===== config.mk =====
export PLATFORM = sky130hd
export DESIGN_NAME = reg_if_top
export DESIGN_NICKNAME = d
export VERILOG_FILES = /design/src/rtl/arbiter_cpu_regs_pkg.sv /design/src/rtl/arbiter_cpu_regs.sv /design/src/rtl/reg_if_top.sv
export SDC_FILE = /design/constraint.sdc
export NUM_CORES = 1
export LEC_CHECK = 0
export CORE_AREA = 3 3 197 199
export CTS_CLUSTER_DIAMETER = 200
export CTS_CLUSTER_SIZE = 30
export DETAILED_ROUTE_END_ITERATION = 10
export DIE_AREA = 0 0 200 202
export PLACE_DENSITY = 0.71
export SETUP_SLACK_MARGIN = 0.02
export SLEW_MARGIN = 10
export SYNTH_ARGS = -nofsm -noshare
export SYNTH_HDL_FRONTEND = slang
export SYNTH_SLANG_ARGS = --single-unit

===== constraint.sdc =====
create_clock -name ACLK -period 2.29 [get_ports ACLK]
set_input_delay 0.229 -clock ACLK [delete_from_list [all_inputs] [get_ports ACLK]]
set_output_delay 0.229 -clock ACLK [all_outputs]
set_load 0.05 [all_outputs]

===== src/rtl/arbiter_cpu_regs_pkg.sv =====
// Shared definitions for the register-interface demo: register map, response
// codes, reset values, the master's fixed write/read script and small helpers.
package arbiter_cpu_regs_pkg;

  localparam int unsigned REG_BITS  = 32;
  localparam int unsigned STRB_BITS = REG_BITS / 8;

  localparam logic [7:0] ADDR_RO   = 8'h00;
  localparam logic [7:0] ADDR_WO   = 8'h04;
  localparam logic [7:0] ADDR_WOE  = 8'h08;
  localparam logic [7:0] ADDR_ROC  = 8'h0C;
  localparam logic [7:0] ADDR_RWS  = 8'h10;
  localparam logic [7:0] ADDR_RWCR = 8'h14;
  localparam logic [7:0] ADDR_RWCW = 8'h18;
  localparam logic [7:0] ADDR_RWA  = 8'h1C;

  localparam logic [1:0] RESP_OKAY   = 2'b00;
  localparam logic [1:0] RESP_SLVERR = 2'b10;

  localparam logic [REG_BITS-1:0] REG_RESET = '0;

  localparam int unsigned NUM_STEPS = 16;

  typedef struct packed {
    logic                wr;
    logic [7:0]          addr;
    logic [REG_BITS-1:0] data;
  } step_t;

  typedef enum logic [2:0] {
    M_IDLE,
    M_WAIT,
    M_ISSUE,
    M_RESP,
    M_GAP,
    M_DONE
  } mst_state_t;

  // Six writes followed by ten reads; the last read targets an unmapped offset.
  function automatic step_t script_step(input logic [3:0] idx);
    step_t s;
    case (idx)
      4'd0:    s = '{wr: 1'b1, addr: ADDR_WO,   data: 32'h1111_1111};
      4'd1:    s = '{wr: 1'b1, addr: ADDR_WOE,  data: 32'h2222_2222};
      4'd2:    s = '{wr: 1'b1, addr: ADDR_RWS,  data: 32'h3333_3333};
      4'd3:    s = '{wr: 1'b1, addr: ADDR_RWCR, data: 32'h4444_4444};
      4'd4:    s = '{wr: 1'b1, addr: ADDR_RWCW, data: 32'h5555_5555};
      4'd5:    s = '{wr: 1'b1, addr: ADDR_RWA,  data: 32'h6666_6666};
      4'd6:    s = '{wr: 1'b0, addr: ADDR_RO,   data: REG_RESET};
      4'd7:    s = '{wr: 1'b0, addr: ADDR_WO,   data: REG_RESET};
      4'd8:    s = '{wr: 1'b0, addr: ADDR_ROC,  data: REG_RESET};
      4'd9:    s = '{wr: 1'b0, addr: ADDR_ROC,  data: REG_RESET};
      4'd10:   s = '{wr: 1'b0, addr: ADDR_RWS,  data: REG_RESET};
      4'd11:   s = '{wr: 1'b0, addr: ADDR_RWCR, data: REG_RESET};
      4'd12:   s = '{wr: 1'b0, addr: ADDR_RWCR, data: REG_RESET};
      4'd13:   s = '{wr: 1'b0, addr: ADDR_RWCW, data: REG_RESET};
      4'd14:   s = '{wr: 1'b0, addr: ADDR_RWA,  data: REG_RESET};
      default: s = '{wr: 1'b0, addr: 8'h20,     data: REG_RESET};
    endcase
    return s;
  endfunction

  function automatic logic is_mapped(input logic [7:0] addr);
    case (addr)
      ADDR_RO, ADDR_WO, ADDR_WOE, ADDR_ROC,
      ADDR_RWS, ADDR_RWCR, ADDR_RWCW, ADDR_RWA: return 1'b1;
      default:                                  return 1'b0;
    endcase
  endfunction

  function automatic logic [REG_BITS-1:0] apply_strb(input logic [REG_BITS-1:0]  cur,
                                                     input logic [REG_BITS-1:0]  nxt,
                                                     input logic [STRB_BITS-1:0] strb);
    logic [REG_BITS-1:0] res;
    res = cur;
    for (int unsigned b = 0; b < STRB_BITS; b++) begin
      if (strb[b]) res[8*b +: 8] = nxt[8*b +: 8];
    end
    return res;
  endfunction

endpackage


===== src/rtl/arbiter_cpu_regs.sv =====
// AXI4-Lite slave with the CPU-side register file.
// Ports: clk/rst_n; AXI write (aw*, w*, b*) and read (ar*, r*) channels with
// 8-bit decode addresses; IP-side values to read back (ro, roc, ip2cpu_*);
// CPU-side stored values, one-cycle WOE data, and one-cycle clear/load strobes.
module arbiter_cpu_regs
  import arbiter_cpu_regs_pkg::*;
(
  input  logic                 clk,
  input  logic                 rst_n,
  input  logic [7:0]           awaddr,
  input  logic                 awvalid,
  output logic                 awready,
  input  logic [REG_BITS-1:0]  wdata,
  input  logic [STRB_BITS-1:0] wstrb,
  input  logic                 wvalid,
  output logic                 wready,
  output logic [1:0]           bresp,
  output logic                 bvalid,
  input  logic                 bready,
  input  logic [7:0]           araddr,
  input  logic                 arvalid,
  output logic                 arready,
  output logic [REG_BITS-1:0]  rdata,
  output logic [1:0]           rresp,
  output logic                 rvalid,
  input  logic                 rready,
  input  logic [REG_BITS-1:0]  ro_reg,
  input  logic [REG_BITS-1:0]  roc_reg,
  input  logic [REG_BITS-1:0]  ip2cpu_rwcr_reg,
  input  logic [REG_BITS-1:0]  ip2cpu_rwcw_reg,
  input  logic [REG_BITS-1:0]  ip2cpu_rwa_reg,
  output logic [REG_BITS-1:0]  wo_reg,
  output logic [REG_BITS-1:0]  woe_reg,
  output logic [REG_BITS-1:0]  rws_reg,
  output logic [REG_BITS-1:0]  cpu2ip_rwcr_reg,
  output logic [REG_BITS-1:0]  cpu2ip_rwcw_reg,
  output logic [REG_BITS-1:0]  cpu2ip_rwa_reg,
  output logic                 roc_reg_clear,
  output logic                 cpu2ip_rwcr_reg_clear,
  output logic                 cpu2ip_rwcr_reg_load,
  output logic                 cpu2ip_rwcw_reg_clear
);

  logic                wr_fire;
  logic                rd_fire;
  logic [REG_BITS-1:0] rd_mux;

  assign wr_fire = awvalid & awready & wvalid & wready;
  assign rd_fire = arvalid & arready;

  // Write-only registers and unmapped offsets read back as zero.
  always_comb begin
    rd_mux = REG_RESET;
    case (araddr)
      ADDR_RO:   rd_mux = ro_reg;
      ADDR_ROC:  rd_mux = roc_reg;
      ADDR_RWS:  rd_mux = rws_reg;
      ADDR_RWCR: rd_mux = ip2cpu_rwcr_reg;
      ADDR_RWCW: rd_mux = ip2cpu_rwcw_reg;
      ADDR_RWA:  rd_mux = ip2cpu_rwa_reg;
      default:   rd_mux = REG_RESET;
    endcase
  end

  always_ff @(posedge clk or negedge rst_n) begin
    if (!rst_n) begin
      awready               <= 1'b0;
      wready                <= 1'b0;
      bresp                 <= RESP_OKAY;
      bvalid                <= 1'b0;
      arready               <= 1'b0;
      rdata                 <= REG_RESET;
      rresp                 <= RESP_OKAY;
      rvalid                <= 1'b0;
      wo_reg                <= REG_RESET;
      woe_reg               <= REG_RESET;
      rws_reg               <= REG_RESET;
      cpu2ip_rwcr_reg       <= REG_RESET;
      cpu2ip_rwcw_reg       <= REG_RESET;
      cpu2ip_rwa_reg        <= REG_RESET;
      roc_reg_clear         <= 1'b0;
      cpu2ip_rwcr_reg_clear <= 1'b0;
      cpu2ip_rwcr_reg_load  <= 1'b0;
      cpu2ip_rwcw_reg_clear <= 1'b0;
    end else begin
      awready               <= 1'b0;
      wready                <= 1'b0;
      arready               <= 1'b0;
      woe_reg               <= REG_RESET;
      roc_reg_clear         <= 1'b0;
      cpu2ip_rwcr_reg_clear <= 1'b0;
      cpu2ip_rwcr_reg_load  <= 1'b0;
      cpu2ip_rwcw_reg_clear <= 1'b0;

      // Ready pulses only while no response is pending, so a second accept
      // cannot overlap the current one.
      if (awvalid && wvalid && !awready && !bvalid) begin
        awready <= 1'b1;
        wready  <= 1'b1;
      end

      if (wr_fire) begin
        bvalid <= 1'b1;
        bresp  <= is_mapped(awaddr) ? RESP_OKAY : RESP_SLVERR;
        case (awaddr)
          ADDR_WO:   wo_reg  <= apply_strb(wo_reg, wdata, wstrb);
          ADDR_WOE:  woe_reg <= wdata;
          ADDR_RWS:  rws_reg <= apply_strb(rws_reg, wdata, wstrb);
          ADDR_RWCR: begin
            cpu2ip_rwcr_reg      <= apply_strb(cpu2ip_rwcr_reg, wdata, wstrb);
            cpu2ip_rwcr_reg_load <= 1'b1;
          end
          ADDR_RWCW: begin
            cpu2ip_rwcw_reg       <= apply_strb(cpu2ip_rwcw_reg, wdata, wstrb);
            cpu2ip_rwcw_reg_clear <= 1'b1;
          end
          ADDR_RWA:  cpu2ip_rwa_reg <= apply_strb(cpu2ip_rwa_reg, wdata, wstrb);
          default:   ;
        endcase
      end else if (bvalid && bready) begin
        bvalid <= 1'b0;
      end

      if (arvalid && !arready && !rvalid) arready <= 1'b1;

      if (rd_fire) begin
        rvalid <= 1'b1;
        rdata  <= rd_mux;
        rresp  <= is_mapped(araddr) ? RESP_OKAY : RESP_SLVERR;
        if (araddr == ADDR_ROC)  roc_reg_clear         <= 1'b1;
        if (araddr == ADDR_RWCR) cpu2ip_rwcr_reg_clear <= 1'b1;
      end else if (rvalid && rready) begin
        rvalid <= 1'b0;
      end
    end
  end

endmodule


===== src/rtl/reg_if_top.sv =====
// Register-interface demo top: a scripted AXI4-Lite master drives the CPU
// register block while the IP-side counters and handshakes sit alongside.
// Ports: ACLK, ARESETN (async, active-low); read_AXI_* mirror every AXI
// channel signal; read_*_reg and read_*_clear(_d) mirror register state.
module reg_if_top
  import arbiter_cpu_regs_pkg::*;
#(
  parameter int unsigned START_DLY = 8,
  parameter int unsigned DATA_W    = REG_BITS
) (
  input  logic                ACLK,
  input  logic                ARESETN,
  output logic [31:0]         read_AXI_AWADDR,
  output logic                read_AXI_AWVALID,
  output logic                read_AXI_AWREADY,
  output logic [DATA_W-1:0]   read_AXI_WDATA,
  output logic [DATA_W/8-1:0] read_AXI_WSTRB,
  output logic                read_AXI_WVALID,
  output logic                read_AXI_WREADY,
  output logic [1:0]          read_AXI_BRESP,
  output logic                read_AXI_BVALID,
  output logic                read_AXI_BREADY,
  output logic [31:0]         read_AXI_ARADDR,
  output logic                read_AXI_ARVALID,
  output logic                read_AXI_ARREADY,
  output logic [DATA_W-1:0]   read_AXI_RDATA,
  output logic [1:0]          read_AXI_RRESP,
  output logic                read_AXI_RVALID,
  output logic                read_AXI_RREADY,
  output logic [DATA_W-1:0]   read_ro_reg,
  output logic [DATA_W-1:0]   read_wo_reg,
  output logic [DATA_W-1:0]   read_woe_reg,
  output logic [DATA_W-1:0]   read_roc_reg,
  output logic [DATA_W-1:0]   read_rws_reg,
  output logic [DATA_W-1:0]   read_ip2cpu_rwcr_reg,
  output logic [DATA_W-1:0]   read_ip2cpu_rwcw_reg,
  output logic [DATA_W-1:0]   read_ip2cpu_rwa_reg,
  output logic [DATA_W-1:0]   read_cpu2ip_rwcr_reg,
  output logic [DATA_W-1:0]   read_cpu2ip_rwcw_reg,
  output logic [DATA_W-1:0]   read_cpu2ip_rwa_reg,
  output logic                read_roc_reg_clear,
  output logic                read_cpu2ip_rwcr_reg_clear,
  output logic                read_cpu2ip_rwcw_reg_clear,
  output logic                read_cpu2ip_rwcw_reg_clear_d
);

  mst_state_t state;
  logic [3:0]  step_idx;
  logic [15:0] dly_cnt;
  step_t       cur;
  logic        launch;
  logic        rwcr_load;

  assign cur = script_step(step_idx);

  // Start the current script step: after the start delay, or after the idle gap.
  assign launch = (state == M_IDLE && START_DLY <= 1) ||
                  (state == M_WAIT && dly_cnt == 16'(START_DLY - 1)) ||
                  (state == M_GAP);

  always_ff @(posedge ACLK or negedge ARESETN) begin
    if (!ARESETN) begin
      state            <= M_IDLE;
      step_idx         <= '0;
      dly_cnt          <= '0;
      read_AXI_AWADDR  <= '0;
      read_AXI_AWVALID <= 1'b0;
      read_AXI_WDATA   <= '0;
      read_AXI_WSTRB   <= '0;
      read_AXI_WVALID  <= 1'b0;
      read_AXI_BREADY  <= 1'b0;
      read_AXI_ARADDR  <= '0;
      read_AXI_ARVALID <= 1'b0;
      read_AXI_RREADY  <= 1'b0;
    end else if (launch) begin
      state <= M_ISSUE;
      if (cur.wr) begin
        read_AXI_AWADDR  <= 32'(cur.addr);
        read_AXI_WDATA   <= cur.data;
        read_AXI_WSTRB   <= '1;
        read_AXI_AWVALID <= 1'b1;
        read_AXI_WVALID  <= 1'b1;
      end else begin
        read_AXI_ARADDR  <= 32'(cur.addr);
        read_AXI_ARVALID <= 1'b1;
      end
    end else begin
      case (state)
        M_IDLE: begin
          state   <= M_WAIT;
          dly_cnt <= 16'd1;
        end
        M_WAIT: dly_cnt <= dly_cnt + 16'd1;
        M_ISSUE: begin
          if (cur.wr) begin
            // Address and data channels retire independently.
            if (read_AXI_AWVALID && read_AXI_AWREADY) read_AXI_AWVALID <= 1'b0;
            if (read_AXI_WVALID && read_AXI_WREADY) begin
              read_AXI_WVALID <= 1'b0;
              read_AXI_WSTRB  <= '0;
            end
            if ((!read_AXI_AWVALID || read_AXI_AWREADY) &&
                (!read_AXI_WVALID || read_AXI_WREADY)) begin
              state           <= M_RESP;
              read_AXI_BREADY <= 1'b1;
            end
          end else if (read_AXI_ARREADY) begin
            read_AXI_ARVALID <= 1'b0;
            read_AXI_RREADY  <= 1'b1;
            state            <= M_RESP;
          end
        end
        M_RESP: begin
          if ((cur.wr && read_AXI_BVALID) || (!cur.wr && read_AXI_RVALID)) begin
            read_AXI_BREADY <= 1'b0;
            read_AXI_RREADY <= 1'b0;
            if (step_idx == 4'(NUM_STEPS - 1)) begin
              state <= M_DONE;
            end else begin
              step_idx <= step_idx + 4'd1;
              state    <= M_GAP;
            end
          end
        end
        default: state <= state;
      endcase
    end
  end

  // IP-side logic.
  always_ff @(posedge ACLK or negedge ARESETN) begin
    if (!ARESETN) begin
      read_ro_reg                  <= '0;
      read_roc_reg                 <= '0;
      read_ip2cpu_rwcr_reg         <= '0;
      read_ip2cpu_rwcw_reg         <= '0;
      read_ip2cpu_rwa_reg          <= '0;
      read_cpu2ip_rwcw_reg_clear_d <= 1'b0;
    end else begin
      read_ro_reg <= read_ro_reg + DATA_W'(1);

      if (read_roc_reg_clear) read_roc_reg <= '0;
      else                    read_roc_reg <= read_roc_reg + DATA_W'(1);

      if (read_cpu2ip_rwcr_reg_clear) read_ip2cpu_rwcr_reg <= '0;
      else if (rwcr_load)             read_ip2cpu_rwcr_reg <= read_cpu2ip_rwcr_reg;

      read_cpu2ip_rwcw_reg_clear_d <= read_cpu2ip_rwcw_reg_clear;
      if (read_cpu2ip_rwcw_reg_clear_d) read_ip2cpu_rwcw_reg <= '0;
      else                              read_ip2cpu_rwcw_reg <= read_ip2cpu_rwcw_reg + DATA_W'(1);

      read_ip2cpu_rwa_reg <= read_cpu2ip_rwa_reg;
    end
  end

  arbiter_cpu_regs u_regs (
    .clk                   (ACLK),
    .rst_n                 (ARESETN),
    .awaddr                (read_AXI_AWADDR[7:0]),
    .awvalid               (read_AXI_AWVALID),
    .awready               (read_AXI_AWREADY),
    .wdata                 (read_AXI_WDATA),
    .wstrb                 (read_AXI_WSTRB),
    .wvalid                (read_AXI_WVALID),
    .wready                (read_AXI_WREADY),
    .bresp                 (read_AXI_BRESP),
    .bvalid                (read_AXI_BVALID),
    .bready                (read_AXI_BREADY),
    .araddr                (read_AXI_ARADDR[7:0]),
    .arvalid               (read_AXI_ARVALID),
    .arready               (read_AXI_ARREADY),
    .rdata                 (read_AXI_RDATA),
    .rresp                 (read_AXI_RRESP),
    .rvalid                (read_AXI_RVALID),
    .rready                (read_AXI_RREADY),
    .ro_reg                (read_ro_reg),
    .roc_reg               (read_roc_reg),
    .ip2cpu_rwcr_reg       (read_ip2cpu_rwcr_reg),
    .ip2cpu_rwcw_reg       (read_ip2cpu_rwcw_reg),
    .ip2cpu_rwa_reg        (read_ip2cpu_rwa_reg),
    .wo_reg                (read_wo_reg),
    .woe_reg               (read_woe_reg),
    .rws_reg               (read_rws_reg),
    .cpu2ip_rwcr_reg       (read_cpu2ip_rwcr_reg),
    .cpu2ip_rwcw_reg       (read_cpu2ip_rwcw_reg),
    .cpu2ip_rwa_reg        (read_cpu2ip_rwa_reg),
    .roc_reg_clear         (read_roc_reg_clear),
    .cpu2ip_rwcr_reg_clear (read_cpu2ip_rwcr_reg_clear),
    .cpu2ip_rwcr_reg_load  (rwcr_load),
    .cpu2ip_rwcw_reg_clear (read_cpu2ip_rwcw_reg_clear)
  );

endmodule


======== Word level (Yosys, flattened, before mapping) ========
Memory sizes are Yosys's and may differ from the RTL's.
Index checks and enable logic that the tools add are counted.
word-level totals
  register bits ........................... 477
  memory bits (read-only) ................. 528
  output and inout port bits .............. 502
  memories kept ........................... 3
memory list
  memory            depth  width  rd ports  clocked after memory_dff  wr ports  RTL line                    RTL
  (name not given)  16     29     1         0                         0         arbiter_cpu_regs_pkg.sv:42  case (idx)
  (name not given)  32     1      1         0                         0         arbiter_cpu_regs_pkg.sv:64  case (addr)
  (name not given)  32     1      1         0                         0         arbiter_cpu_regs_pkg.sv:64
operators by class
  $add $sub $neg .......................... 5
  equal/unequal tests ..................... 27
  multiplexer cells ....................... 61
  bitwise gates (word level) .............. 7
  reductions and logical operators ........ 68
operators with widths
  cell                                                               count
  32-bit two-way mux                                                 6
  32-bit case mux with 6 select lines                                1
  32-bit by 1-bit adder with 32-bit output (second input constant)   3
  8-bit by 5-bit == test with 1-bit output (second input constant)   8
  3-bit AND reduction                                                20
  1-bit two-way mux                                                  38
  16-bit case mux with 2 select lines                                1
  4-bit two-way mux                                                  5
  4-bit AND reduction                                                5
  2-bit nonzero test                                                 9
  16-bit by 1-bit adder with 16-bit output (second input constant)   1
  16-bit by 3-bit == test with 1-bit output (second input constant)  1
  8-bit by 4-bit == test with 1-bit output (second input constant)   2
  3-bit two-way mux                                                  5
  1-bit logical AND                                                  13
  2-bit inequality test (second input constant)                      6
  5-bit AND reduction                                                2
  3-bit logical NOT                                                  3
  3-bit case mux with 3 select lines                                 1
  8-bit by 3-bit == test with 1-bit output (second input constant)   1
  8-bit logical NOT                                                  1
  1-bit logical NOT                                                  7
  3-bit by 2-bit == test with 1-bit output (second input constant)   2
  2-bit AND reduction                                                3
  14 further kinds                                                   24

======== Depth between registers and ports, before layout ========
Gate-level depths: netlist of run 1.
  word-level depth ........................ 7
  mapped depth ............................ 8

======== Modules after synthesis ========
A second synthesis of run 1 with hierarchy kept.
second synthesis, totals
  cell total of the unflattened synthesis .. 1670
  area, all modules ....................... 19526.2 um^2
modules (own cells, without submodules)
  module            times used  cells an instance  area an instance (um^2)  seq. area each (um^2)
  arbiter_cpu_regs  1           802                10246.1                  5855.6
  reg_if_top        1           868                9280.2                   5004.8

======== Worst setup path before layout of run 1 ========
OpenSTA, ideal clock, no wires.
  path kind ............................... reg2reg
  start ................................... reg read_ro_reg[0]
  end ..................................... reg read_ro_reg[22]
  setup time .............................. 142 ps
  arrival time ............................ 1972 ps
  data required time ...................... 2148 ps
  setup slack ............................. 176 ps
  stages on the path, launching flop included .. 7
  period minus slack after synthesis ...... 2114 ps
  cells stage by stage .................... dfrtp_1 ha_1 nand3_1 nor3_1 nor3b_2 nand3_1 xnor2_1
on the way
  cells in the longest elaborated chain, start to end .. 1
RTL lines
  what                                      RTL line           RTL
  from (decl)                               reg_if_top.sv:30   output logic [DATA_W-1:0] read_ro_reg,
  from (signal assigned)                    reg_if_top.sv:140  read_ro_reg <= read_ro_reg + DATA_W'(1);
  32-bit by 1-bit adder with 32-bit output  reg_if_top.sv:140
No other way between the ends.
A chain may end at the register's enable or synchronous reset.

==> results of run 1 <==
-- metrics by stage --
step                      instances  utilization [%]  cell area [um^2]  power, mW
final                          1899             39.3             14700       6.19
after floorplan                1329                -             12300       4.27
after global placement         1886             38.5             14400       4.18
after CTS                      1899             39.1             14600       6.28
after global routing           1899             39.3             14700       6.42
after detailed placement       1886             38.5             14400       4.19
-- timing repair --
item | 4_1_cts | 5_1_grt
endpoints found under the hold margin | 56 | 0
resized for setup | 35 | 27
setup endpoints to repair | 38 | 32
hold buffers | 1 | 0
-- power breakdown --
part | switching, mW | internal (mW)
registers | 0 | 3.57
clock network | 1.19 | 0.879
logic | 0.538 | 0.0157
total | 1.73 | 4.46
-- cells in the mapped netlist (8+ instances only) --
master / count
nor4_1: 11
and3_1: 18
o21ai_1: 11
nand2b_1: 8
o21ai_0: 12
clkbuf_1: 23
nand2_1: 60
xor2_1: 60
mux2_2: 26
nor2_1: 109
a222oi_1: 32
dfrtp_1: 202
and4_1: 10
xnor2_1: 34
buf_4: 325
nor3_1: 8
inv_1: 15
ha_1: 11
a21oi_1: 43
buf_2: 10
nand3_1: 46
nand4_1: 31
a21o_1: 27
-- final timing paths --
kind	from	to	slack, ns	depth (start not counted)
setup reg to reg	read_AXI_ARADDR[2]$_DFFE_PN0P_	u_regs.rdata[5]$_DFFE_PN0P_	0.20	6
min in group ACLK	u_regs.cpu2ip_rwcw_reg_clear$_DFF_PN0_	read_cpu2ip_rwcw_reg_clear_d$_DFF_PN0_	0.44	0
hold / removal	ARESETN	read_ip2cpu_rwa_reg[29]$_DFF_PN0_	0.28	2
setup / recovery	read_ip2cpu_rwa_reg[26]$_DFF_PN0_	read_ip2cpu_rwa_reg[6]	0.12	1
max in group asynchronous	ARESETN	read_ip2cpu_rwcw_reg[31]$_DFF_PN0_	1.35	3
hold reg to reg	u_regs.cpu2ip_rwcw_reg_clear$_DFF_PN0_	read_cpu2ip_rwcw_reg_clear_d$_DFF_PN0_	0.44	0
-- final cells by class --
class / count / area (um^2)
Clock buffer: 11 / 275
Clock inverter: 1 / 8.76
Fill cell: 3665 / 22700
Inverter: 15 / 56.3
Multi-Input combinational cell: 753 / 4620
Sequential cell: 202 / 5050
Tap cell: 511 / 639
Timing Repair Buffer: 406 / 4050
-- kinds of logic after synthesis --
group / count (synthesis) / share of synthesized area [%]
other cells: 1 / 0.0317
compound gates: 143 / 8.54
flops: 202 / 42.8
buf+inv: 374 / 22.3
simple gates: 338 / 14.7
mux: 37 / 3.45
xor+xnor: 94 / 6.97
fa+ha+maj: 11 / 1.17
-- cell usage in the layout, fill, tap and decap left out, types with 27 or more instances in the layout --
master,Yosys,layout
clkdlybuf4s50_1,0,304
dfrtp_1,202,202
conb_1,1,130
nor2_1,109,108
nand2_1,60,60
xor2_1,60,60
nand3_1,46,46
a21oi_1,43,43
dlygate4sd2_1,0,35
xnor2_1,34,34
buf_4,325,34
a222oi_1,32,32
nand4_1,31,31
a21o_1,27,27
dlymetal6s2s_1,0,27
-- layer usage --
metal	up-vias	share of wire [%]
met4	0	1.5
met3	27	8.6
met5	-	0
met1	4387	42
li1	4031	-
met2	404	48
==> run metrics, run 1 <==
via count=8849; WL final=35000 um; DRT Pass-1 Iters=9; CTS tree=done; area grow syn2layout=24.5%; layout cells sized above 1=6.77%; outcome=finished, final reports clean; detailed placer's ending HPWL=26700 um; Residual DRC=0; global-route met2 utilization=26.8%; CTS Buf Count=10; Clock Skew=0.0160 ns; Worst Path Max Fanout=9; number of global-route vias before repair=8472; Primary FF master, synth=dfrtp_1; Die Y-Extent=202 um; post-DR wirelength/cell=18.4 um; Clock Sinks=202; fin crit period=2.17 ns; critical-path cell list=clkdlybuf4s50_1; Mean Syn Cell Area=9.84 um^2; H-tree depth=1; data arrival time of the worst path=1.94 ns; Rel. slew slack=55.2%; critical path's largest stage delay=0.89 ns; IO Pins=504; Root Buffer=clkbuf_16; DRT antenna net count=0; Skew-Pair Late Insertion Delay=0.48 ns; period utilisation layout=94.8%; clock tree buffer depth=3; setup TNS=0 ns; CP max stage cell=clkdlybuf4s50_1; setup bufs post-CTS=0; LEAKAGE=6.61 nW; row count=71; initial antenna violation count=0; WP data required=2.06 ns; clock slew seen by the registers of the worst setup and hold paths=0.12 ns; RSZ-0062 raised after global routing=no; drt via density=4.66; CP endpoint kind=output pin; Placer Congestion=0.867; asr flop ratio synth=100%; Yosys cell types=55; Max-cap violations=0; total power density per cell area=421 mW/mm^2; Max VDD drop=368 uV; pin count of the biggest net entering global routing=62; Port Buf Inserts=373; core area=0.0374 mm^2; Slew Limit Fails=0; worst hold slack=0.282 ns; Initial DRC Count=796; Mapped Cells=1200; Global Route Usage Sum=16.5%; most used routing layer=met2; fmax=461 MHz; die width=200 um; n_diodes=0; Hold Fails Final Rpt=0; ranking of synthesized cells by area=dfrtp_1, buf_4, xor2_1; met1 Usage GRT=23.0%; # setup viols final=0; Synth Warn #=0; class of the worst hold path=input pin to async pin; CP Launch Type=flop; buffers and inverters on the worst path=1; total grt overflow=0; Worst-Margin Slew=0.669 ns; grt met3 use=3.60%; setup ws final=0.119 ns; first-pass GRT wire length=53000 um; flops & latches, synth=202; kind of critical path=flop to output pin; Initial Util=31.6%; die area=0.0404 mm^2; EDFF count, synth=0; Synth Cell Area=0.0118 mm^2; post-synth top area share=42.8%; Top Family by Delay on Critical Path=buffers and inverters; post-synthesis sequential area ratio=42.8%; pre-CTS WS=0.221 ns; Yosys top cell by area=dfrtp_1; Final #Nets=1401
(Power assumes the default switching activity.)
==> run 2, diff against run 1 <==
CAP_MARGIN = 20   (was unset)
==> results of run 2 <==
No change in the layout: final DEF, timing and power equal those of run 1.
==> run 3, diff against run 2 <==
RECOVER_POWER = 50   (was unset)
==> run 3 against run 2 <==
Net effect: the flow now finishes with violations (max-capacitance violations, max-slew violations); wire length barely moved; combinational power barely moved; global-route usage did not move; first-iteration DRC count fell by 0.75%; total power fell by 0.14%; hold slack improved by 0.14 ns; clock skew rose by 0.0017 ns; maximum frequency fell by 0.59%.
==> run metrics, run 3 (synthesis results as in run 1) <==
die area=0.0404 mm^2; IO Pins=504; critical-path cell list=clkdlybuf4s50_1; Worst Path Max Fanout=9; class of the worst hold path=flop to flop; die width=200 um; n_diodes=0; initial antenna violation count=0; worst hold slack=0.422 ns; DRT Pass-1 Iters=8; Initial DRC Count=790; setup TNS=0 ns; failing checks=max-capacitance violations, max-slew violations; Initial Util=31.6%; total power density per cell area=423 mW/mm^2; WP data required=2.06 ns; Residual DRC=0; Slew Limit Fails=60; commonest cells after routing, fill and taps aside=clkdlybuf4s50_1, dfrtp_1, conb_1; Max-cap violations=1; pin count of the biggest net entering global routing=62; core area=0.0374 mm^2; Max VDD drop=371 uV; Finished Cell Area=0.0146 mm^2; Hold Fails Final Rpt=0; post-DR wirelength/cell=18.4 um; clock tree buffer depth=3; post-route non-filler standard cell count=1899; DRT antenna net count=0; row count=71; H-tree depth=1; data arrival time of the worst path=1.96 ns; RSZ-0062 raised after global routing=no; Final #Nets=1401; critical path's largest stage delay=0.89 ns; # setup viols final=0; Rel. slew slack=-9.56%; number of global-route vias before repair=8472; clock slew seen by the registers of the worst setup and hold paths=0.12 ns; fmax=458 MHz; Top Family by Delay on Critical Path=buffers and inverters; Placed Instances=1886; layout cells sized above 1=5.76%; CTS Buf Count=10; commonest non-fill, non-tap cell in the layout=clkdlybuf4s50_1; setup bufs post-CTS=0; CP endpoint kind=output pin; total grt overflow=0; CP max stage cell=clkdlybuf4s50_1; WL final=34900 um; via count=8811; DP Area=0.0144 mm^2; setup ws final=0.106 ns; fin crit period=2.18 ns; CTS tree=done; outcome=finished with violations; Die Y-Extent=202 um; pre-CTS WS=0.221 ns; fin util=39.1%; Clock Skew=0.0177 ns; Skew-Pair Late Insertion Delay=0.48 ns; power consumption=6.18 mW; Placer Congestion=0.867; Worst-Margin Slew=1.64 ns; drt via density=4.64; buffers and inverters on the worst path=1; Port Buf Inserts=373; first-pass GRT wire length=53000 um; Global Route Usage Sum=16.5%; kind of critical path=flop to output pin; Clock Sinks=202; CP Launch Type=flop; Root Buffer=clkbuf_16; period utilisation layout=95.4%; LEAKAGE=6.53 nW; area grow syn2layout=23.8%; detailed placer's ending HPWL=26700 um
## run 3: cell count changes in the layout (fill, tap and decap cells not counted)
| cell | delta |
|---|---|
| and4bb_1 | +1 |
| and4bb_2 | -1 |
| buf_4 | -14 |
| nand4_1 | +1 |
| and2_0 | +3 |
| buf_12 | -1 |
| clkbuf_1 | +12 |
| clkbuf_8 | -1 |
| and2_1 | -3 |
| buf_6 | +1 |
| clkbuf_2 | +3 |
| nand4_4 | -1 |
## run 3: final timing paths
kind | from | end | slack, ns | cells after the start
max in group asynchronous | ARESETN | u_regs.rdata[27]$_DFFE_PN0P_ | 0.38 | 3
hold reg to reg | u_regs.cpu2ip_rwcw_reg_clear$_DFF_PN0_ | read_cpu2ip_rwcw_reg_clear_d$_DFF_PN0_ | 0.42 | 0
hold / removal | u_regs.cpu2ip_rwcw_reg_clear$_DFF_PN0_ | read_cpu2ip_rwcw_reg_clear_d$_DFF_PN0_ | 0.42 | 0
min in group asynchronous | ARESETN | read_ip2cpu_rwa_reg[29]$_DFF_PN0_ | 0.68 | 2
setup / recovery | read_ip2cpu_rwa_reg[28]$_DFF_PN0_ | read_ip2cpu_rwa_reg[24] | 0.11 | 1
setup reg to reg | read_ip2cpu_rwcw_reg[0]$_DFF_PN0_ | read_ip2cpu_rwcw_reg[22]$_DFF_PN0_ | 0.19 | 7
## run 3: timing repair
action	in CTS	in global routing
endpoints found under the setup margin	38	32
hold buffers	1	0
endpoints found under the hold margin	56	0
gates resized for setup	35	27
## run 3: final cells by class
class	count	area [um^2]
clock buffer	11	275
inverter	15	56.3
sequential	202	5050
fill	3683	22800
timing repair buffer	406	3980
tap	511	639
clock inverter	1	8.76
multi-input combinational	753	4610
## run 3: layer usage
metal | part of all wire (%) | GRT usage [%]
met1 | 42 | 23.0
met2 | 48 | 26.8
met3 | 8.2 | 3.60
met4 | 1.6 | 3.14
met5 | 0 | 0
## run 3: where the power goes
part           switching (mW)  internal, mW  total (mW)
Sequential                  0          3.57        3.57
Combinational           0.537        0.0126       0.550
Clock                    1.19         0.879        2.07
Total                    1.73          4.46        6.18
